$ cat src/rtl/rv32i_pkg.sv
// Shared encodings for the RV32I multi-cycle control unit.
package rv32i_pkg;

  localparam logic [6:0] OPC_LUI    = 7'b0110111;
  localparam logic [6:0] OPC_AUIPC  = 7'b0010111;
  localparam logic [6:0] OPC_JAL    = 7'b1101111;
  localparam logic [6:0] OPC_JALR   = 7'b1100111;
  localparam logic [6:0] OPC_BRANCH = 7'b1100011;
  localparam logic [6:0] OPC_LOAD   = 7'b0000011;
  localparam logic [6:0] OPC_STORE  = 7'b0100011;
  localparam logic [6:0] OPC_OP_IMM = 7'b0010011;
  localparam logic [6:0] OPC_OP     = 7'b0110011;

  localparam logic [3:0] ALU_ADD  = 4'b0000;
  localparam logic [3:0] ALU_SLT  = 4'b0001;
  localparam logic [3:0] ALU_SLTU = 4'b0010;
  localparam logic [3:0] ALU_XOR  = 4'b0011;
  localparam logic [3:0] ALU_OR   = 4'b0100;
  localparam logic [3:0] ALU_AND  = 4'b0111;
  localparam logic [3:0] ALU_SLL  = 4'b1000;
  localparam logic [3:0] ALU_SRL  = 4'b1001;
  localparam logic [3:0] ALU_SRA  = 4'b1010;
  localparam logic [3:0] ALU_SUB  = 4'b1011;

  localparam logic [2:0] BR_BEQ  = 3'b000;
  localparam logic [2:0] BR_BNE  = 3'b001;
  localparam logic [2:0] BR_BLT  = 3'b010;
  localparam logic [2:0] BR_BGE  = 3'b011;
  localparam logic [2:0] BR_JUMP = 3'b100;
  localparam logic [2:0] BR_BLTU = 3'b101;
  localparam logic [2:0] BR_PC4  = 3'b110;
  localparam logic [2:0] BR_BGEU = 3'b111;

  localparam logic [2:0] MOP_B  = 3'b000;
  localparam logic [2:0] MOP_H  = 3'b001;
  localparam logic [2:0] MOP_W  = 3'b010;
  localparam logic [2:0] MOP_BU = 3'b011;
  localparam logic [2:0] MOP_HU = 3'b100;

  localparam logic       SRC_A_RS1  = 1'b0;
  localparam logic       SRC_A_PC   = 1'b1;
  localparam logic [1:0] SRC_B_RS2  = 2'b00;
  localparam logic [1:0] SRC_B_IMM  = 2'b01;
  localparam logic [1:0] SRC_B_FOUR = 2'b10;

  localparam logic [1:0] TC_NONE    = 2'b00;
  localparam logic [1:0] TC_ILLEGAL = 2'b01;
  localparam logic [1:0] TC_IMEM    = 2'b10;
  localparam logic [1:0] TC_DMEM    = 2'b11;

  typedef enum logic [2:0] {
    S_FETCH, S_DECODE, S_EXEC, S_MEM, S_WB, S_TRAP
  } state_e;

  // Instruction class steers the FSM path after DECODE.
  typedef enum logic [2:0] {
    CLS_ALU, CLS_BRANCH, CLS_JUMP, CLS_LOAD, CLS_STORE
  } cls_e;

  typedef struct packed {
    logic       alu_a_src;
    logic [1:0] alu_b_src;
    logic [3:0] alu_ctrl;
    logic [2:0] branch;
    logic       mem_to_reg;
    logic [2:0] mem_op;
    logic       reg_wr;
    cls_e       cls;
  } ctrl_t;

  // Reset / NOP control word: everything idle, next PC = PC+4.
  localparam ctrl_t CTRL_NOP = '{
    alu_a_src:  SRC_A_RS1,
    alu_b_src:  SRC_B_RS2,
    alu_ctrl:   ALU_ADD,
    branch:     BR_PC4,
    mem_to_reg: 1'b0,
    mem_op:     MOP_B,
    reg_wr:     1'b0,
    cls:        CLS_ALU
  };

  // ALU operation from funct3; alt selects SUB/SRA.
  function automatic logic [3:0] alu_op(input logic [2:0] f3, input logic alt);
    logic [3:0] op;
    case (f3)
      3'b000:  op = alt ? ALU_SUB : ALU_ADD;
      3'b001:  op = ALU_SLL;
      3'b010:  op = ALU_SLT;
      3'b011:  op = ALU_SLTU;
      3'b100:  op = ALU_XOR;
      3'b101:  op = alt ? ALU_SRA : ALU_SRL;
      3'b110:  op = ALU_OR;
      default: op = ALU_AND;
    endcase
    return op;
  endfunction

endpackage

$ cat src/rtl/rv32i_decoder.sv
// Combinational RV32I decode: IR to control word plus illegal flag.
module rv32i_decoder
  import rv32i_pkg::*;
(
  input  logic [31:0] ir,
  output ctrl_t       ctrl,
  output logic        illegal
);

  logic [6:0] opcode;
  logic [2:0] funct3;
  logic [6:0] funct7;
  logic       unused_ir;

  assign opcode    = ir[6:0];
  assign funct3    = ir[14:12];
  assign funct7    = ir[31:25];
  assign unused_ir = ^{ir[24:15], ir[11:7]};

  // Decode by opcode; an illegal encoding collapses to the NOP word.
  always_comb begin
    ctrl    = CTRL_NOP;
    illegal = 1'b0;
    case (opcode)
      OPC_OP: begin
        ctrl.mem_to_reg = 1'b1;
        ctrl.reg_wr     = 1'b1;
        ctrl.alu_ctrl   = alu_op(funct3, funct7[5]);
        if (!((funct7 == 7'b0000000) ||
              ((funct7 == 7'b0100000) && ((funct3 == 3'b000) || (funct3 == 3'b101)))))
          illegal = 1'b1;
      end
      OPC_OP_IMM: begin
        ctrl.alu_b_src  = SRC_B_IMM;
        ctrl.mem_to_reg = 1'b1;
        ctrl.reg_wr     = 1'b1;
        ctrl.alu_ctrl   = alu_op(funct3, (funct3 == 3'b101) && funct7[5]);
        if ((funct3 == 3'b001) && (funct7 != 7'b0000000))
          illegal = 1'b1;
        if ((funct3 == 3'b101) && (funct7 != 7'b0000000) && (funct7 != 7'b0100000))
          illegal = 1'b1;
      end
      OPC_LUI: begin
        // datapath presents x0 on the A port for U-type
        ctrl.alu_b_src  = SRC_B_IMM;
        ctrl.mem_to_reg = 1'b1;
        ctrl.reg_wr     = 1'b1;
      end
      OPC_AUIPC: begin
        ctrl.alu_a_src  = SRC_A_PC;
        ctrl.alu_b_src  = SRC_B_IMM;
        ctrl.mem_to_reg = 1'b1;
        ctrl.reg_wr     = 1'b1;
      end
      OPC_JAL, OPC_JALR: begin
        ctrl.alu_a_src  = SRC_A_PC;
        ctrl.alu_b_src  = SRC_B_FOUR;
        ctrl.branch     = BR_JUMP;
        ctrl.mem_to_reg = 1'b1;
        ctrl.reg_wr     = 1'b1;
        ctrl.cls        = CLS_JUMP;
      end
      OPC_BRANCH: begin
        ctrl.alu_ctrl = ALU_SUB;
        ctrl.cls      = CLS_BRANCH;
        case (funct3)
          3'b000:  ctrl.branch = BR_BEQ;
          3'b001:  ctrl.branch = BR_BNE;
          3'b100:  ctrl.branch = BR_BLT;
          3'b101:  ctrl.branch = BR_BGE;
          3'b110:  ctrl.branch = BR_BLTU;
          3'b111:  ctrl.branch = BR_BGEU;
          default: illegal = 1'b1;
        endcase
      end
      OPC_LOAD: begin
        ctrl.alu_b_src = SRC_B_IMM;
        ctrl.reg_wr    = 1'b1;
        ctrl.cls       = CLS_LOAD;
        case (funct3)
          3'b000:  ctrl.mem_op = MOP_B;
          3'b001:  ctrl.mem_op = MOP_H;
          3'b010:  ctrl.mem_op = MOP_W;
          3'b100:  ctrl.mem_op = MOP_BU;
          3'b101:  ctrl.mem_op = MOP_HU;
          default: illegal = 1'b1;
        endcase
      end
      OPC_STORE: begin
        ctrl.alu_b_src = SRC_B_IMM;
        ctrl.cls       = CLS_STORE;
        ctrl.mem_op    = funct3;
        if (funct3 > 3'b010)
          illegal = 1'b1;
      end
      default: illegal = 1'b1;
    endcase
    if (illegal)
      ctrl = CTRL_NOP;
  end

endmodule

$ cat src/rtl/mc_control_unit.sv
// Multi-cycle RV32I control FSM with memory watchdog and retire counter.
module mc_control_unit
  import rv32i_pkg::*;
#(
  parameter bit          TRAP_ON_ILLEGAL = 1'b1,
  parameter int unsigned TIMEOUT         = 255,
  parameter int unsigned CNT_W           = 32
) (
  input  logic             clk,
  input  logic             rst,
  output logic             imem_req,
  input  logic             imem_valid,
  input  logic [31:0]      instr,
  output logic             dmem_req,
  input  logic             dmem_valid,
  output logic             ir_we,
  output logic             pc_we,
  output logic             RegWr,
  output logic             MemWr,
  output logic             ALUAsrc,
  output logic [1:0]       ALUBsrc,
  output logic [3:0]       ALUctrl,
  output logic [2:0]       Branch,
  output logic             memToReg,
  output logic [2:0]       MemOp,
  output logic             retire,
  output logic [CNT_W-1:0] instret,
  output logic             trap,
  output logic [1:0]       trap_cause
);

  localparam int unsigned TW = $clog2(TIMEOUT + 2);

  state_e         state, next_state;
  logic [31:0]    ir, ir_d;
  ctrl_t          cw, cw_d, dec;
  logic           dec_illegal;
  logic [TW-1:0]  cnt, cnt_d;
  logic           cnt_inc, wd_expired;
  logic           imem_req_d, dmem_req_d, ir_we_d, pc_we_d, reg_wr_d, mem_wr_d, retire_d;
  logic           trap_d;
  logic [1:0]     cause_d;

  rv32i_decoder u_decoder (
    .ir      (ir),
    .ctrl    (dec),
    .illegal (dec_illegal)
  );

  assign ALUAsrc    = cw.alu_a_src;
  assign ALUBsrc    = cw.alu_b_src;
  assign ALUctrl    = cw.alu_ctrl;
  assign Branch     = cw.branch;
  assign memToReg   = cw.mem_to_reg;
  assign MemOp      = cw.mem_op;
  assign wd_expired = (TIMEOUT != 0) && (cnt == TW'(TIMEOUT));

  // Next state, next control word and next registered strobes.
  always_comb begin
    next_state = state;
    ir_d       = ir;
    cw_d       = cw;
    cnt_inc    = 1'b0;
    ir_we_d    = 1'b0;
    pc_we_d    = 1'b0;
    reg_wr_d   = 1'b0;
    retire_d   = 1'b0;
    trap_d     = trap;
    cause_d    = trap_cause;

    case (state)
      S_FETCH: begin
        if (imem_req && imem_valid) begin
          ir_d       = instr;
          ir_we_d    = 1'b1;
          next_state = S_DECODE;
        end else if (imem_req) begin
          if (wd_expired) begin
            trap_d     = 1'b1;
            cause_d    = TC_IMEM;
            next_state = S_TRAP;
          end else begin
            cnt_inc = 1'b1;
          end
        end
      end
      S_DECODE: begin
        cw_d = dec;
        if (dec_illegal && TRAP_ON_ILLEGAL) begin
          trap_d     = 1'b1;
          cause_d    = TC_ILLEGAL;
          next_state = S_TRAP;
        end else begin
          next_state = S_EXEC;
          if ((dec.cls == CLS_BRANCH) || (dec.cls == CLS_JUMP))
            pc_we_d = 1'b1;
          if (dec.cls == CLS_BRANCH)
            retire_d = 1'b1;
        end
      end
      S_EXEC: begin
        case (cw.cls)
          CLS_BRANCH:           next_state = S_FETCH;
          CLS_LOAD, CLS_STORE:  next_state = S_MEM;
          default:              next_state = S_WB;
        endcase
      end
      S_MEM: begin
        if (dmem_req && dmem_valid) begin
          if (cw.cls == CLS_LOAD) begin
            next_state = S_WB;
          end else begin
            pc_we_d    = 1'b1;
            retire_d   = 1'b1;
            next_state = S_FETCH;
          end
        end else if (dmem_req) begin
          if (wd_expired) begin
            trap_d     = 1'b1;
            cause_d    = TC_DMEM;
            next_state = S_TRAP;
          end else begin
            cnt_inc = 1'b1;
          end
        end
      end
      S_WB:    next_state = S_FETCH;
      S_TRAP:  next_state = S_TRAP;
      default: next_state = S_FETCH;
    endcase

    // Requests and MemWr follow the state being entered; WB strobes fire on entry.
    imem_req_d = (next_state == S_FETCH);
    dmem_req_d = (next_state == S_MEM);
    mem_wr_d   = (next_state == S_MEM) && (cw_d.cls == CLS_STORE);
    if (next_state == S_WB) begin
      reg_wr_d = cw_d.reg_wr;
      pc_we_d  = (cw_d.cls != CLS_JUMP);
      retire_d = 1'b1;
    end

    if (next_state != state)
      cnt_d = '0;
    else if (cnt_inc)
      cnt_d = cnt + TW'(1);
    else
      cnt_d = cnt;
  end

  // State, control word, strobes, watchdog and retire counter registers.
  always_ff @(posedge clk) begin
    if (rst) begin
      state      <= S_FETCH;
      ir         <= '0;
      cw         <= CTRL_NOP;
      cnt        <= '0;
      imem_req   <= 1'b0;
      dmem_req   <= 1'b0;
      ir_we      <= 1'b0;
      pc_we      <= 1'b0;
      RegWr      <= 1'b0;
      MemWr      <= 1'b0;
      retire     <= 1'b0;
      instret    <= '0;
      trap       <= 1'b0;
      trap_cause <= TC_NONE;
    end else begin
      state      <= next_state;
      ir         <= ir_d;
      cw         <= cw_d;
      cnt        <= cnt_d;
      imem_req   <= imem_req_d;
      dmem_req   <= dmem_req_d;
      ir_we      <= ir_we_d;
      pc_we      <= pc_we_d;
      RegWr      <= reg_wr_d;
      MemWr      <= mem_wr_d;
      retire     <= retire_d;
      instret    <= instret + CNT_W'(retire_d);
      trap       <= trap_d;
      trap_cause <= cause_d;
    end
  end

endmodule

$ cat config.mk
export PLATFORM = sky130hd
export DESIGN_NAME = mc_control_unit
export DESIGN_NICKNAME = d
export VERILOG_FILES = /design/src/rtl/rv32i_pkg.sv /design/src/rtl/rv32i_decoder.sv /design/src/rtl/mc_control_unit.sv
export SDC_FILE = /design/constraint.sdc
export NUM_CORES = 1
export LEC_CHECK = 0
export CAP_MARGIN = 25
export CORE_ASPECT_RATIO = 1.2
export CORE_MARGIN = 2
export CORE_UTILIZATION = 40
export DETAILED_ROUTE_END_ITERATION = 8
export MAX_ROUTING_LAYER = met4
export PLACE_DENSITY_LB_ADDON = 0.12
export SLEW_MARGIN = 20
export SYNTH_ARGS = -nofsm -noshare
export SYNTH_HDL_FRONTEND = slang
export SYNTH_SLANG_ARGS = --single-unit
$ cat constraint.sdc
create_clock -name clk -period 9.3 [get_ports clk]
set_input_delay 1.86 -clock clk [delete_from_list [all_inputs] [get_ports clk]]
set_output_delay 1.86 -clock clk [all_outputs]
set_load 0.01 [all_outputs]
==> reports/results.ini <==
[power]
pwr-share-comb_pct = 8.7
p_int_mw = 0.6364
switchingPower_mw = 0.2100
swShare_pct = 24.81
p_leak_nw = 1.803
p_per_area_nw_per_um2 = 156.0
pwr-share-clk_pct = 44.0
seq_power_share_pct = 47.3
vdd_ir_drop_max_mv = 0.07698

[setup_path]
path_cells = clkdlybuf4s50_1 > o21ai_0 > o311a_1 > nor2_1 > a21oi_1 > nand2_1 > ha_1 > and4_1 > nand4_1 > nor4_2 > nand4_1 > xor2_1 > nor2_1
path_class = in -> reg
critPathArrivalTime_ns = 5.38
cpMaxStageDelayCell = nor4_2
startpoint_type = primary input
end_kind = flop
cp_data_required_time_ns = 9.50
critPathMaxFanout = 6
cp_slowest_stage_delay_ns = 0.69

[sta]
final_max_slew_viol_count = 0
worst_pin_slew_ns = 0.8687
min_period_over_period_pct = 55.76
fmax_mhz = 192.8
setup_viol = 0
rsz0062_at_grt = no
finClkSkew_ns = 0.009926
relSlewSlack_pct = 41.95
hold_violations = 0
whs_ns = 0.4500
fin_setup_tns_ns = 0
period_needed_ns = 5.186

[detailed_routing]
dr.pass1.iters = 4
routed_wl_microns = 10430
drt-initial-drc-count = 151
antenna_left = 0
num_vias = 3830
viasPerCell = 5.379
drcViolationCount = 0
routedWlPerCell_microns = 14.65

[finish]
final_util_pct = 49.89
antenna_cells = 0
area_growth_pct = 22.83
nNetsFinal = 615
final_cell_area_sq_um = 5426
layout-drive-gt1-share_pct = 6.552
fillers = 1070

[placement]
gp_congestion = 0.8437
io_buffers = 76
post_dp_cell_area_sq_um = 5121
hpwl_microns = 7385

[die]
fp.dieH_microns = 119.1
core_sq_um = 10880
ios = 92
start_util_pct = 40.61
fp-row-count = 42
die_w_microns = 99.94
die-area_sq_um = 11910

[yosys]
synth-seq-area-share_pct = 40.33
synth_cells = 527
synth.area.mux_share_pct = 0.6797
ys_ff_latch = 89
synth_xor_area_share_pct = 5.947
async_reset_ff_share_pct = 0
synthTopCellsByArea = dfxtp_1 (40%), nand2_1 (6.4%), a21oi_1 (6.0%)
dominantRegCellSynth = dfxtp_1
synth_edf_count = 0
yosys-top-cells-count = dfxtp_1 (89), nand2_1 (75), a21oi_1 (53)
yosysTopAreaCellShare_pct = 40.33
syn_area_per_cell_sq_um = 8.383
synthAdderAreaFrac_pct = 1.133
synth_fp_nets = 567
yosysUniqueCellTypes = 69
synth_area_sq_um = 4418
synth_compound_area_share_pct = 17.47
synthMostInstantiatedCell = dfxtp_1
yosys.area_share.simple_pct = 28.49
yosys_warnings = 0
synth.largest_area_cell = dfxtp_1
synth_top_family_by_area = simple AND/OR/NAND/NOR gates

[clocking]
cts_hold_buf = 0
cts_buffers = 9
clkTransAtPathRegs_ns = 0.07
cts-root-buf = clkbuf_16
clockBufferDepth = 2
worstSkewPairLatency_ns = 0.34
clkSinkCount = 89
post_cts_buffers = 0
cts_resized = 0
tritoncts = built
htreeDepth = 3

[global_route]
antenna_found_initial = 0
grt_max_degree = 82
grt_usage_pct = 18.96
grt_pass1_vias = 3784
globalRouteOverflowTotal = 0
grt_first_pass_wirelength_microns = 17790

[min_path]
hold_class = reg -> reg

[run]
cap_violations = 0

[outcome]
status = finished, final reports clean

layout by cell type, fill, tap and decap left out, types with 7 or more instances in the layout:
cell type and count:
a21oi_1 53, and3_1 7, clkbuf_16 9, clkdlybuf4s50_1 75
dfxtp_1 89, inv_1 10, nand2_1 75, nand2b_1 9
nand3_1 25, nand4_1 16, nor2_1 42, nor2b_1 9
nor3_1 14, o21ai_0 15, or3_1 10, xnor2_1 10
xor2_1 20
layer usage:
layer / global-route usage [%] / part of all wire, %
met3: 3.404 / 3.2
met1: 22.42 / 45
met2: 31.55 / 50
met5: - / 0
met4: 8.048 / 2.3
state kept, by name, indices dropped and copies added, names as in the netlist:
register    cells
instret        32
ir             17
cnt             9
ALUctrl         4
cw              4
Branch          3
MemOp           3
state           3
ALUBsrc         2
trap_cause      2
ALUAsrc         1
MemWr           1
RegWr           1
dmem_req        1
imem_req        1
ir_we           1
memToReg        1
pc_we           1
retire          1
trap            1
layout make-up:
type	instances	area [sq um]	area share (%)
Timing Repair Buffer	77	763.2	14.07
Clock buffer	11	242.7	4.473
Tap cell	132	165.2	3.044
Sequential cell	89	1782	32.83
Inverter	10	37.54	0.6917
Multi-Input combinational cell	388	2374	43.74
Clock inverter	5	62.56	1.153
metrics by stage:
stage	worst slack, ns	power [mW]	std cells
6_report	4.114	0.8464	712
5_1_grt	3.793	0.8803	712
4_1_cts	4.112	0.8568	712
3_5_place_dp	3.779	0.4834	696
3_3_place_gp	3.814	0.4825	696
2_1_floorplan	4.902	0.4595	527
final timing paths:
path	from	end	slack (ns)	cells past startpoint
hold reg to reg	ALUctrl[2]	ALUctrl[2]	0.45	2
setup reg to reg	cnt[2]	instret[27]	5.03	16
setup / recovery	dmem_valid	instret[27]	4.11	13
hold / removal	ALUctrl[2]	ALUctrl[2]	0.45	2
logic make-up (layout without fill, tap and decap cells):
family,Yosys count,after routing
multiplexers,3,3
buffers and inverters,50,103
AND/OR/NAND/NOR,242,242
adder cells (fa/ha/maj),4,4
flip-flops,89,89
XOR/XNOR,30,30
AO/OA/AOI/OAI,109,109
power by group through the flow:
stage / registers, mW / clock network [mW] / logic [mW]
floorplan: 0.403 / 0 / 0.0567
CTS: 0.400 / 0.382 / 0.0746
detailed placement: 0.409 / 0 / 0.0744
global placement: 0.409 / 0 / 0.0737
global route: 0.402 / 0.396 / 0.0821
finish: 0.400 / 0.372 / 0.0738
critical path, delay by kind of cell:
family,cells,cell delay [ns]
adder cells (fa/ha/maj),1,0.19
AO/OA/AOI/OAI,3,0.80
buffers and inverters,1,0.54
XOR/XNOR,1,0.17
AND/OR/NAND/NOR,7,1.82
Power figures use the tool's default switching activity.
